## src/rtl/drone_fluxo_dados.sv

```systemverilog
// Datapath for the drone game: position, move timer, map select and lives.
// Returns the status events that the control FSM waits on.
module drone_fluxo_dados #(
  parameter int                   MAP_LEN        = 16,
  parameter int                   TIMEOUT_CYCLES = 1000,
  parameter int                   LANE_INICIAL   = 1,
  parameter logic [4*MAP_LEN-1:0] MAPA0          = 64'h0240_1880_0610_2440,
  parameter logic [4*MAP_LEN-1:0] MAPA1          = 64'h4182_2418_8124_1820
) (
  input  logic                       clock,
  input  logic                       reset,
  input  logic                       zeraPosicoes,
  input  logic                       contaT,
  input  logic                       zeraT,
  input  logic                       escolhe_modo,
  input  logic                       escolhe_vida,
  input  logic                       resetaVidas,
  input  logic                       confirma,
  input  logic                       desloca,
  input  logic                       checa_colisao_out,
  input  logic                       sel_modo,
  input  logic [1:0]                 sel_vidas,
  input  logic [1:0]                 botoes,
  output logic                       borda_movimento,
  output logic                       timeout,
  output logic                       colisao,
  output logic                       fim_mapa,
  output logic [$clog2(MAP_LEN)-1:0] db_coluna,
  output logic [1:0]                 db_faixa,
  output logic [1:0]                 db_vidas,
  output logic                       db_modo
);

  localparam int CW = $clog2(MAP_LEN);
  localparam int TW = (TIMEOUT_CYCLES > 1) ? $clog2(TIMEOUT_CYCLES) : 1;
  localparam logic [CW-1:0] COL_MAX = CW'(MAP_LEN - 1);
  localparam logic [TW-1:0] T_MAX   = TW'(TIMEOUT_CYCLES - 1);

  logic [CW-1:0]        coluna;
  logic [1:0]           faixa;
  logic [TW-1:0]        timer;
  logic [1:0]           vidas;
  logic                 modo;
  logic [1:0]           botoes_prev;
  logic                 borda_r;
  logic [1:0]           rise;
  logic                 move_ok;
  logic                 obst;
  logic [4*MAP_LEN-1:0] mapa;
  logic [1:0]           vidas_sel;

  always_comb begin
    rise      = botoes & ~botoes_prev;
    move_ok   = desloca && (rise != 2'b00);
    mapa      = modo ? MAPA1 : MAPA0;
    obst      = mapa[{coluna, faixa}];
    vidas_sel = (sel_vidas == 2'd0) ? 2'd1 : sel_vidas;
  end

  always_ff @(posedge clock) begin
    if (reset) begin
      botoes_prev <= '0;
    end else begin
      botoes_prev <= botoes;
    end
  end

  // Both buttons rising together still advances the column with the lane kept.
  always_ff @(posedge clock) begin
    if (reset) begin
      coluna <= '0;
      faixa  <= 2'(LANE_INICIAL);
    end else if (zeraPosicoes) begin
      coluna <= '0;
      faixa  <= 2'(LANE_INICIAL);
    end else if (move_ok) begin
      if (coluna != COL_MAX) coluna <= coluna + 1'b1;
      case (rise)
        2'b10:   if (faixa != 2'd3) faixa <= faixa + 2'd1;
        2'b01:   if (faixa != 2'd0) faixa <= faixa - 2'd1;
        default: faixa <= faixa;
      endcase
    end
  end

  always_ff @(posedge clock) begin
    if (reset) begin
      borda_r <= 1'b0;
    end else begin
      borda_r <= move_ok & ~zeraPosicoes;
    end
  end

  always_ff @(posedge clock) begin
    if (reset) begin
      timer <= '0;
    end else if (zeraT) begin
      timer <= '0;
    end else if (contaT && (timer != T_MAX)) begin
      timer <= timer + 1'b1;
    end
  end

  always_ff @(posedge clock) begin
    if (reset) begin
      vidas <= 2'd1;
    end else if (resetaVidas) begin
      vidas <= 2'd1;
    end else if (escolhe_vida && confirma) begin
      vidas <= vidas_sel;
    end else if (checa_colisao_out && obst && (vidas > 2'd1)) begin
      vidas <= vidas - 2'd1;
    end
  end

  always_ff @(posedge clock) begin
    if (reset) begin
      modo <= 1'b0;
    end else if (escolhe_modo && confirma) begin
      modo <= sel_modo;
    end
  end

  always_comb begin
    borda_movimento = borda_r;
    timeout         = (timer == T_MAX);
    colisao         = obst && (vidas <= 2'd1);
    fim_mapa        = (coluna == COL_MAX);
    db_coluna       = coluna;
    db_faixa        = faixa;
    db_vidas        = vidas;
    db_modo         = modo;
  end

endmodule
```

## config.mk

```make
export PLATFORM = sky130hd
export DESIGN_NAME = drone_fluxo_dados
export DESIGN_NICKNAME = d
export VERILOG_FILES = /design/src/rtl/drone_fluxo_dados.sv
export SDC_FILE = /design/constraint.sdc
export NUM_CORES = 1
export LEC_CHECK = 0
export ABC_AREA = 1
export BUFFER_PORTS_ARGS = -buffer_cell sky130_fd_sc_hd__buf_2
export CAP_MARGIN = 15
export CORE_MARGIN = 4
export CORE_UTILIZATION = 58
export CTS_CLUSTER_DIAMETER = 30
export DETAILED_ROUTE_END_ITERATION = 6
export PLACE_DENSITY = 0.93
export RECOVER_POWER = 25
export SETUP_SLACK_MARGIN = 0.1
export SYNTH_ARGS = -nofsm -noshare
export SYNTH_HDL_FRONTEND = slang
export SYNTH_SLANG_ARGS = --single-unit
```

## constraint.sdc

```tcl
create_clock -name clock -period 3.4 [get_ports clock]
set_input_delay 0.34 -clock clock [delete_from_list [all_inputs] [get_ports clock]]
set_output_delay 0.34 -clock clock [all_outputs]
set_load 0.05 [all_outputs]
```

==> run summary, run 1 <==
Synth Register Bits -> 22
Final Hold Vio Count -> 0
Hold Crit Class -> in -> reg
Yosys warnings -> 0
PD cells -> 343.8 mW/mm2
Drt wl/cell -> 12.04 um
Final Instance Count excl. Fillers -> 267
Clock slew seen by the registers of the worst setup and hold paths -> 0.13 ns
Leak Pwr -> 0.0007408 uW
Inst Count DP -> 263
Input/output buffers -> 28
Clock Skew -> 0.006340 ns
VDD IR max -> 0.0002855 V
Setup TNS Final -> 0 ns
WHS -> 0.2270 ns
Hold Startpoint -> resetaVidas
Layout cells sized above 1 -> 18.83%
# DRC -> 0
N_diodes -> 0
# IOs -> 29
Max-slew violations -> 0
Sink Count -> 22
Post-synthesis sequential area ratio -> 30.88%
Met3 Use GR -> 4.299%
WP data required -> 3.06 ns
Worst setup SP type -> flop
Post CTS Setup Buffer Count -> 0
Min Tclk post-route -> 2.493 ns
Arrival time worst endpoint -> 2.15 ns
Finish-stage setup viols -> 0
H-Tree Depth -> 1
Grt ovf -> 0
CP Class -> reg -> out
FF-to-FF Start -> db_faixa[0]
Hold path depth -> 3
Row cnt -> 17
TritonRoute pass-1 iters -> 4
Post-synthesis cell type count -> 25
Total CTS buffers -> 3
Area share of the leading cell type in the synthesized netlist -> 30.88%
Final #Nets -> 266
Reg2Reg Depth -> 10
Mapped Area -> 0.001426 mm2
Post-route antenna net violation count -> 0
Syn avg cell area -> 6.858 um2
Die extent in x -> 57.59 um
Resized cells post-CTS -> 0
Vias -> 1426
Top post-synthesis cells by area -> dfxtp_1, nand2_1, ha_1
Hpwl dp -> 2439 um
Worst R2R End -> db_vidas[0]
First-pass GRT wire length -> 5464 um
Met1 Use GR -> 26.68%
Async set or reset register ratio after synthesis -> 0%
Hold_buf cts -> 0
Layout Area Growth over Synthesis -> 14.74%
Register-to-register setup slack -> 1.59 ns
Largest stage delay, worst path -> 0.48 ns
Post-synth net total -> 234
Initial Util -> 62.67%
Largest net degree at the start of global routing -> 14
Rel. slew slack -> 59.43%
DRT iter0 DRCs -> 46
Initial antenna violation count -> 0
Clock root cell -> clkbuf_4
Worst Hold Endpoint -> db_vidas[0]
Die Area -> 0.003317 mm2
Max Fclk -> 401.1 MHz
Most instantiated library cell after synthesis -> nand2_1
Mapped Cells -> 208
Height of the die -> 57.59 um
Measured slew at the worst slew-check pin -> 0.6111 ns
RSZ-0062 raised after global routing -> false
Crit path max fanout -> 7
Status -> completed
Post-synth top cells -> nand2_1, inv_1, nor2_1
CTS tree -> yes
Slowest stage cell on the critical path -> dfxtp_1
Clock Latency Late Sink -> 0.31 ns
Period utilization -> 73.33%
Core area -> 0.002276 mm2
Busiest layer in global routing -> met2
Clk buf depth -> 2
Main synth FF type -> dfxtp_1
Post-synth EDFFs -> 0
Global-route usage over all layers -> 20.85%
# Max-Cap Violations -> 0
Area leader, netlist -> dfxtp_1
Post-DR vias/cell -> 5.341
Worst-path cell chain -> inv_1 > ha_1 > inv_1 > nand2_1 > a21oi_1 > nand3_1 > nand3_2 > nand2_1 > nor2_1 > buf_2
GR met2 Demand/Resource -> 34.19%
Vias in the first global route -> 1280
Setup crit end kind -> output port
Final WL -> 3214 um
Gpl congestion -> 0.8379
## critical path: cells and delay by family, from the launching register on
family,cells,cell delay [ns]
flops,1,0.48
buf+inv,3,0.49
simple gates,5,0.35
fa+ha+maj,1,0.37
compound gates,1,0.15
## layout make-up
| cell class | count | area [um2] |
|---|---|---|
| inverters | 30 | 112.6 |
| flip-flops and latches | 22 | 440.4 |
| multi-input cells | 155 | 862.1 |
| fillers | 193 | 639.4 |
| repair buffers | 28 | 133.9 |
| clock buffers | 3 | 22.52 |
| clock inverters | 1 | 30.03 |
| well taps | 28 | 35.03 |
## where the power goes
group | internal (uW) | switching (uW)
logic | 27.5 | 60.9
registers | 264 | 7.61
clock network | 119 | 83.4
total | 411 | 152
## sequential cells by signal, indices dropped and copies added (netlist names)
name / count
botoes_prev: 2
db_coluna: 4
db_modo: 1
db_vidas: 2
db_faixa: 2
borda_movimento: 1
timer: 10
## kinds of logic (layout without fill, tap and decap cells)
group,Yosys count,count (layout),synth area share [%]
simple gates,109,109,35.44
buf+inv,31,62,8.684
compound gates,29,29,11.93
fa+ha+maj,10,10,8.772
xor+xnor,7,7,4.298
flops,22,22,30.88
## through the flow
stage / power, uW / util (%) / area [um2] / setup WS, ns
after floorplan: 338.8 / - / 1426 / 0.7006
final: 562.7 / 71.91 / 1637 / 0.9068
after detailed placement: 364.6 / 69.87 / 1590 / 1.288
after global placement: 362.2 / 69.87 / 1590 / 1.346
after global routing: 592.4 / 71.91 / 1637 / 0.7039
after CTS: 563.6 / 72.18 / 1643 / 0.9142
## layout by cell type (no fill, tap or decap), drive strengths merged
master,n
o21ai,7
a41oi,1
o211ai,1
ha,10
inv,30
xor2,4
nand4,4
buf,23
nor2,25
bufinv,1
a211oi,2
nand3,20
nand2,53
dfxtp,22
nor3,4
a21oi,17
a21o,1
clkbuf,8
xnor2,3
nor4,3
## worst max-delay path by stage
stage / startpoint / end / slack [ns] / depth (start not counted)
4_1_cts: db_faixa[0] / colisao / 0.91 / 10
3_3_place_gp: db_faixa[0] / colisao / 1.35 / 10
5_1_grt: db_faixa[0] / colisao / 0.70 / 9
3_5_place_dp: db_faixa[0] / colisao / 1.29 / 10
6_report: db_faixa[0] / colisao / 0.91 / 10
2_1_floorplan: db_faixa[0] / colisao / 0.70 / 9
## layer usage
metal	vias to the layer above	share of wire, %
met4	0	1.8
met3	6	7.2
met1	632	45
li1	737	-
met5	-	0
met2	51	46
Note: power is estimated with default switching activity, not from simulation.
==> run 2, diff against run 1 <==
CORE_UTILIZATION = 54   (was 58)
PLACE_DENSITY = 0.88   (was 0.93)
clock period = 2.4 ns   (was 3.4 ns; I/O delays follow)
==> run 2 against run 1 <==
Critical path depth down 1. Setup slack worse by 0.64 ns. Clock skew down 0.0049 ns. Combinational power up 45%. Cell count up 0.75%. Sequential share of layout area down 0.24 points. Clock-buffer cell count unchanged. First-iteration DRC count up 80%. Non-clock buffer count unchanged. Largest cell class unchanged.
==> run summary, run 2 (same netlist as run 1, synthesis figures left out) <==
Inst Count DP -> 265 (+0.76%)
Finish-stage setup viols -> 0 (unchanged)
Clock Skew -> 0.001444 ns (-0.004896 ns)
Initial antenna violation count -> 0 (unchanged)
# DRC -> 0 (unchanged)
Crit-path most repeated cell -> nand2_1
WP buf/inv -> 2 (-1)
Max FFs per register -> 10 (unchanged)
Setup crit end kind -> output port
PnR worst setup slack -> 0.2710 ns (-0.6358 ns)
CP Class -> reg -> out
Input/output buffers -> 28 (unchanged)
Layout cells sized above 1 -> 20.08% (+1.3 points)
Vias in the first global route -> 1287 (+0.55%)
Layout Area Growth over Synthesis -> 16.75%
Post-DR vias/cell -> 5.238 (-1.9%)
Slowest stage cell on the critical path -> dfxtp_1
Die extent in x -> 59.40 um (+3.1%)
Vias -> 1409 (-1.2%)
First-pass GRT wire length -> 5175 um (-5.3%)
Fill cells -> 231 (+20%)
Status -> completed
Pre-CTS WS -> 0.4906 ns (-0.7974 ns)
Footprint of the multi-input gates -> 879.6 um2 (+2.0%)
Clock Latency Late Sink -> 0.32 ns (about the same)
Post CTS Setup Buffer Count -> 0 (unchanged)
Most common cell after layout, fill and taps aside -> nand2_1
Total power -> 804.2 uW (+43%)
# Max-Cap Violations -> 0 (unchanged)
Worst-path cell chain -> inv_1 > ha_4 > nand2_1 > a21oi_1 > nand3_1 > nand3_2 > nand2_1 > nor2_2 > buf_6
Leak Pwr -> 0.0007400 uW (-0.10%)
Hold Crit Class -> in -> reg
Hold_buf cts -> 0 (unchanged)
# IOs -> 29 (unchanged)
Final Hold Vio Count -> 0 (unchanged)
Biggest register -> timer
Global-route usage over all layers -> 19.14% (-1.7 points)
PD cells -> 482.9 mW/mm2 (+40%)
Sink Count -> 22 (unchanged)
CTS tree -> yes
Final #Nets -> 266 (unchanged)
Core area -> 0.002500 mm2 (+9.8%)
Resized cells post-CTS -> 0 (unchanged)
Post-route antenna net violation count -> 0 (unchanged)
Initial Util -> 57.06% (-5.6 points)
TritonRoute pass-1 iters -> 4 (unchanged)
VDD IR max -> 0.0003684 V (+29%)
Clock slew seen by the registers of the worst setup and hold paths -> 0.12 ns (about the same)
Period utilization -> 88.71%
Drt wl/cell -> 11.52 um (-4.3%)
Max-slew violations -> 0 (unchanged)
Setup TNS Final -> 0 ns (unchanged)
Final WL -> 3100 um (-3.5%)
Delay-heaviest family, CP -> simple AND/OR/NAND/NOR gates
Register Area -> 444.2 um2 (+0.85%)
Height of the die -> 59.40 um (+3.1%)
Arrival time worst endpoint -> 1.89 ns (-0.26 ns)
WP data required -> 2.16 ns (-0.90 ns)
Total CTS buffers -> 3 (unchanged)
H-Tree Depth -> 1 (unchanged)
Largest stage delay, worst path -> 0.39 ns (-0.09 ns)
RSZ-0062 raised after global routing -> false
Gpl congestion -> 0.8455 (+0.91%)
Grt ovf -> 0 (unchanged)
Clock root cell -> clkbuf_4
Hpwl dp -> 2407 um (-1.3%)
Final Instance Count excl. Fillers -> 269 (+0.75%)
N_diodes -> 0 (unchanged)
Rel. slew slack -> 60.23% (+0.79 points)
Worst setup SP type -> flop
Commonest cells after routing, fill and taps aside -> nand2_1, inv_1, nor2_1, dfxtp_1, buf_2
Crit path max fanout -> 4 (-3)
Largest net degree at the start of global routing -> 14 (unchanged)
Clk buf depth -> 2 (unchanged)
Fin util -> 66.62% (-5.3 points)
Row cnt -> 18 (+1)
Min Tclk post-route -> 2.129 ns
Measured slew at the worst slew-check pin -> 0.5992 ns (-0.01193 ns)
Die Area -> 0.003528 mm2 (+6.4%)
Max Fclk -> 469.7 MHz
DRT iter0 DRCs -> 83 (+80%)
[run 2: power breakdown]
group	switching (uW)	leakage (uW)	internal, uW
clock network	123	0.0000279	169
logic	85.9	0.000533	42.0
registers	10.4	0.000179	373
total	220	0.000740	585
[run 2: per-layer routing]
metal	GRT usage (%)	vias up	part of all wire, %
li1	-	740	-
met1	24.33	615	46
met2	30.58	47	45
met3	3.922	7	6.9
met4	9.385	0	2.2
met5	0	-	0
[run 2: worst reg2reg max path: stages (launching register included)]
cell and delay [ns]:
dfxtp_1 0.32, nor2_1 0.14, inv_1 0.08, ha_1 0.19
nor2_1 0.27, inv_1 0.10, nor2_1 0.09, o211ai_1 0.16
o21ai_0 0.23, a21oi_1 0.06
[run 2: path summary, 6_finish.rpt]
check                                    start              to  slack [ns]  depth (start not counted)
worst min register to register        timer[6]        timer[6]        0.51                          2
worst max register to register  botoes_prev[0]     db_faixa[1]        0.64                          9
worst max-delay path                   db_modo         colisao        0.27                          9
worst min-delay path                 botoes[1]  botoes_prev[1]        0.12                          3
[run 2: per-stage QoR]
stage | instance area [um2] | hold WS [ns]
after floorplan | 1433 | 0.3124
final | 1665 | 0.1170
after global placement | 1599 | 0.4541
after CTS | 1652 | 0.1142
after global routing | 1665 | 0.1295
after detailed placement | 1599 | 0.4609
[run 2: final cells by class]
type | instances | area share (%)
tap | 30 | 2.254
multi-input combinational | 155 | 52.82
inverter | 30 | 6.762
clock buffer | 3 | 1.352
clock inverter | 1 | 1.803
timing repair buffer | 28 | 8.340
sequential | 22 | 26.67
==> run 3, diff against run 2 <==
CAP_MARGIN = unset   (was 15)
RECOVER_POWER = 50   (was 25)
==> run 3 against run 2 <==
Setup slack worse by 0.0023 ns. Highest routed layer unchanged. Fmax is 0.11% lower. Via count is 1.3% lower. Non-clock buffer count stayed put. Total power hardly changed. Critical path type unchanged. Combinational power hardly changed. Die area stayed put. Final area is 0.53% lower. Sequential power hardly changed.
==> run summary, run 3 (same netlist as run 1, synthesis figures left out) <==
Clock slew seen by the registers of the worst setup and hold paths -> 0.13 ns (about the same)
# IOs -> 29 (unchanged)
# Max-Cap Violations -> 0 (unchanged)
Height of the die -> 59.40 um (unchanged)
RSZ-0062 raised after global routing -> false
Core area -> 0.002500 mm2 (unchanged)
Max Fclk -> 469.2 MHz (-0.11%)
PD cells -> 485.5 mW/mm2 (+0.53%)
Die Area -> 0.003528 mm2 (unchanged)
Max-slew violations -> 0 (unchanged)
Clock Skew -> 0.001832 ns (+0.0003880 ns)
Worst-path cell chain -> inv_1 > ha_4 > nand2_1 > a21oi_1 > nand3_1 > nand3_2 > nand2_1 > nor2_2 > buf_6
Hold Crit Class -> in -> reg
Initial antenna violation count -> 0 (unchanged)
Final #Nets -> 266 (unchanged)
Status -> completed
Largest net degree at the start of global routing -> 14 (unchanged)
PnR worst setup slack -> 0.2688 ns (-0.002274 ns)
Gpl congestion -> 0.8455 (unchanged)
Measured slew at the worst slew-check pin -> 0.6048 ns (+0.005613 ns)
WP data required -> 2.16 ns (about the same)
Clk buf depth -> 2 (unchanged)
Footprint of the multi-input gates -> 877.1 um2 (-0.28%)
Rel. slew slack -> 59.85% (-0.37 points)
Clock root cell -> clkbuf_4
Row cnt -> 18 (unchanged)
Finish-stage setup viols -> 0 (unchanged)
Min Tclk post-route -> 2.131 ns (+0.002274 ns)
DRT iter0 DRCs -> 92 (+11%)
TritonRoute pass-1 iters -> 4 (unchanged)
Reg2Reg Depth -> 9 (unchanged)
Post-route antenna net violation count -> 0 (unchanged)
Slowest stage cell on the critical path -> dfxtp_1
Worst R2R End -> db_faixa[1]
Fill cells -> 234 (+1.3%)
Sink Count -> 22 (unchanged)
CTS tree -> yes
Period utilization -> 88.80% (+0.095 points)
Post-DP Area -> 0.001599 mm2 (unchanged)
Most common cell after layout, fill and taps aside -> nand2_1
H-Tree Depth -> 1 (unchanged)
Leak Pwr -> 0.0007186 uW (-2.9%)
# DRC -> 0 (unchanged)
Vias in the first global route -> 1287 (unchanged)
Final Hold Vio Count -> 0 (unchanged)
N_diodes -> 0 (unchanged)
Clock Latency Late Sink -> 0.33 ns (about the same)
Hold path depth -> 3 (unchanged)
Drt wl/cell -> 11.54 um (+0.16%)
Max FFs per register -> 10 (unchanged)
Crit path max fanout -> 4 (unchanged)
Initial Util -> 57.06% (unchanged)
Pre-CTS WS -> 0.4906 ns (unchanged)
Total CTS buffers -> 3 (unchanged)
Biggest register -> timer
Global-route usage over all layers -> 19.14% (unchanged)
VDD IR max -> 0.0003708 V (+0.65%)
Layout Area Growth over Synthesis -> 16.14%
Hpwl dp -> 2407 um (unchanged)
Commonest cells after routing, fill and taps aside -> nand2_1, inv_1, nor2_1, dfxtp_1, buf_2
Layout cells sized above 1 -> 17.57% (-2.5 points)
Vias -> 1390 (-1.3%)
WP buf/inv -> 2 (unchanged)
Setup TNS Final -> 0 ns (unchanged)
Worst Hold Endpoint -> botoes_prev[1]
Register-to-register setup slack -> 0.62 ns (-0.02 ns)
Worst setup SP type -> flop
Register Area -> 444.2 um2 (unchanged)
Input/output buffers -> 28 (unchanged)
Crit-path most repeated cell -> nand2_1
Total power -> 804.2 uW (about the same)
Post-DR vias/cell -> 5.167 (-1.3%)
Post CTS Setup Buffer Count -> 0 (unchanged)
Arrival time worst endpoint -> 1.89 ns (about the same)
Post-route cell area -> 0.001657 mm2 (-0.53%)
Setup crit end kind -> output port
Grt ovf -> 0 (unchanged)
Hold Startpoint -> botoes[1]
First-pass GRT wire length -> 5175 um (unchanged)
FF-to-FF Start -> botoes_prev[0]
Delay-heaviest family, CP -> simple AND/OR/NAND/NOR gates
Final WL -> 3105 um (+0.16%)
CP Class -> reg -> out
Largest stage delay, worst path -> 0.39 ns (about the same)
Die extent in x -> 59.40 um (unchanged)
run 3: changes by cell type in the layout (fill, tap and decap cells not counted):
cell | previous run | this run
buf_2 | 21 | 16
clkbuf_1 | 6 | 11
nand2_1 | 50 | 51
nand2_2 | 3 | 2
run 3: worst max-delay path by stage:
stage / cells past startpoint / from / slack [ns] / to
2_1_floorplan: 9 / db_modo / 0.12 / colisao
3_3_place_gp: 10 / db_faixa[0] / 0.52 / colisao
3_5_place_dp: 10 / db_faixa[0] / 0.49 / colisao
4_1_cts: 10 / db_faixa[0] / 0.10 / colisao
5_1_grt: 11 / db_modo / 0.08 / colisao
6_report: 9 / db_modo / 0.27 / colisao
run 3: per-stage QoR:
stage / cells / hold slack (ns) / utilization [%]
6_report: 269 / 0.1157 / 66.27
5_1_grt: 269 / 0.1295 / 66.27
4_1_cts: 269 / 0.1142 / 66.07
3_5_place_dp: 265 / 0.4609 / 63.96
3_3_place_gp: 265 / 0.4541 / 63.96
2_1_floorplan: 208 / 0.3124 / -
run 3: final cells by class:
class / instances / area share, %
inverter: 30 / 6.798
timing repair buffer: 28 / 8.006
clock inverter: 1 / 1.813
multi-input combinational: 155 / 52.95
clock buffer: 3 / 1.360
tap: 30 / 2.266
sequential: 22 / 26.81
run 3: what timing repair did:
item                                    4_1_cts  5_1_grt
hold buffers                                  0        0
gates resized for setup                       0        6
endpoints found under the setup margin        0        1
run 3: where the power goes:
part           internal (uW)  switching (uW)  leakage [uW]
Sequential               373            10.4      0.000179
Clock                    169             124     0.0000279
Combinational           41.1            86.1      0.000512
run 3: worst register-to-register path, cell delays in order (launching register included):
cell and delay [ns]:
dfxtp_1 0.32, nor2_1 0.15, inv_1 0.08, ha_1 0.19, nor2_1 0.28, inv_1 0.11
nor2_1 0.10, o211ai_1 0.16, o21ai_0 0.23, a21oi_1 0.06
run 3: layer usage:
| layer | routed length, um | part of all wire [%] | GRT usage [%] | up-vias |
|---|---|---|---|---|
| met3 | 223 | 7.2 | 3.922 | 7 |
| met5 | 0 | 0 | 0 | - |
| met2 | 1374 | 44 | 30.58 | 40 |
| met1 | 1439 | 46 | 24.33 | 603 |
| li1 | - | - | - | 740 |
| met4 | 67 | 2.2 | 9.385 | 0 |
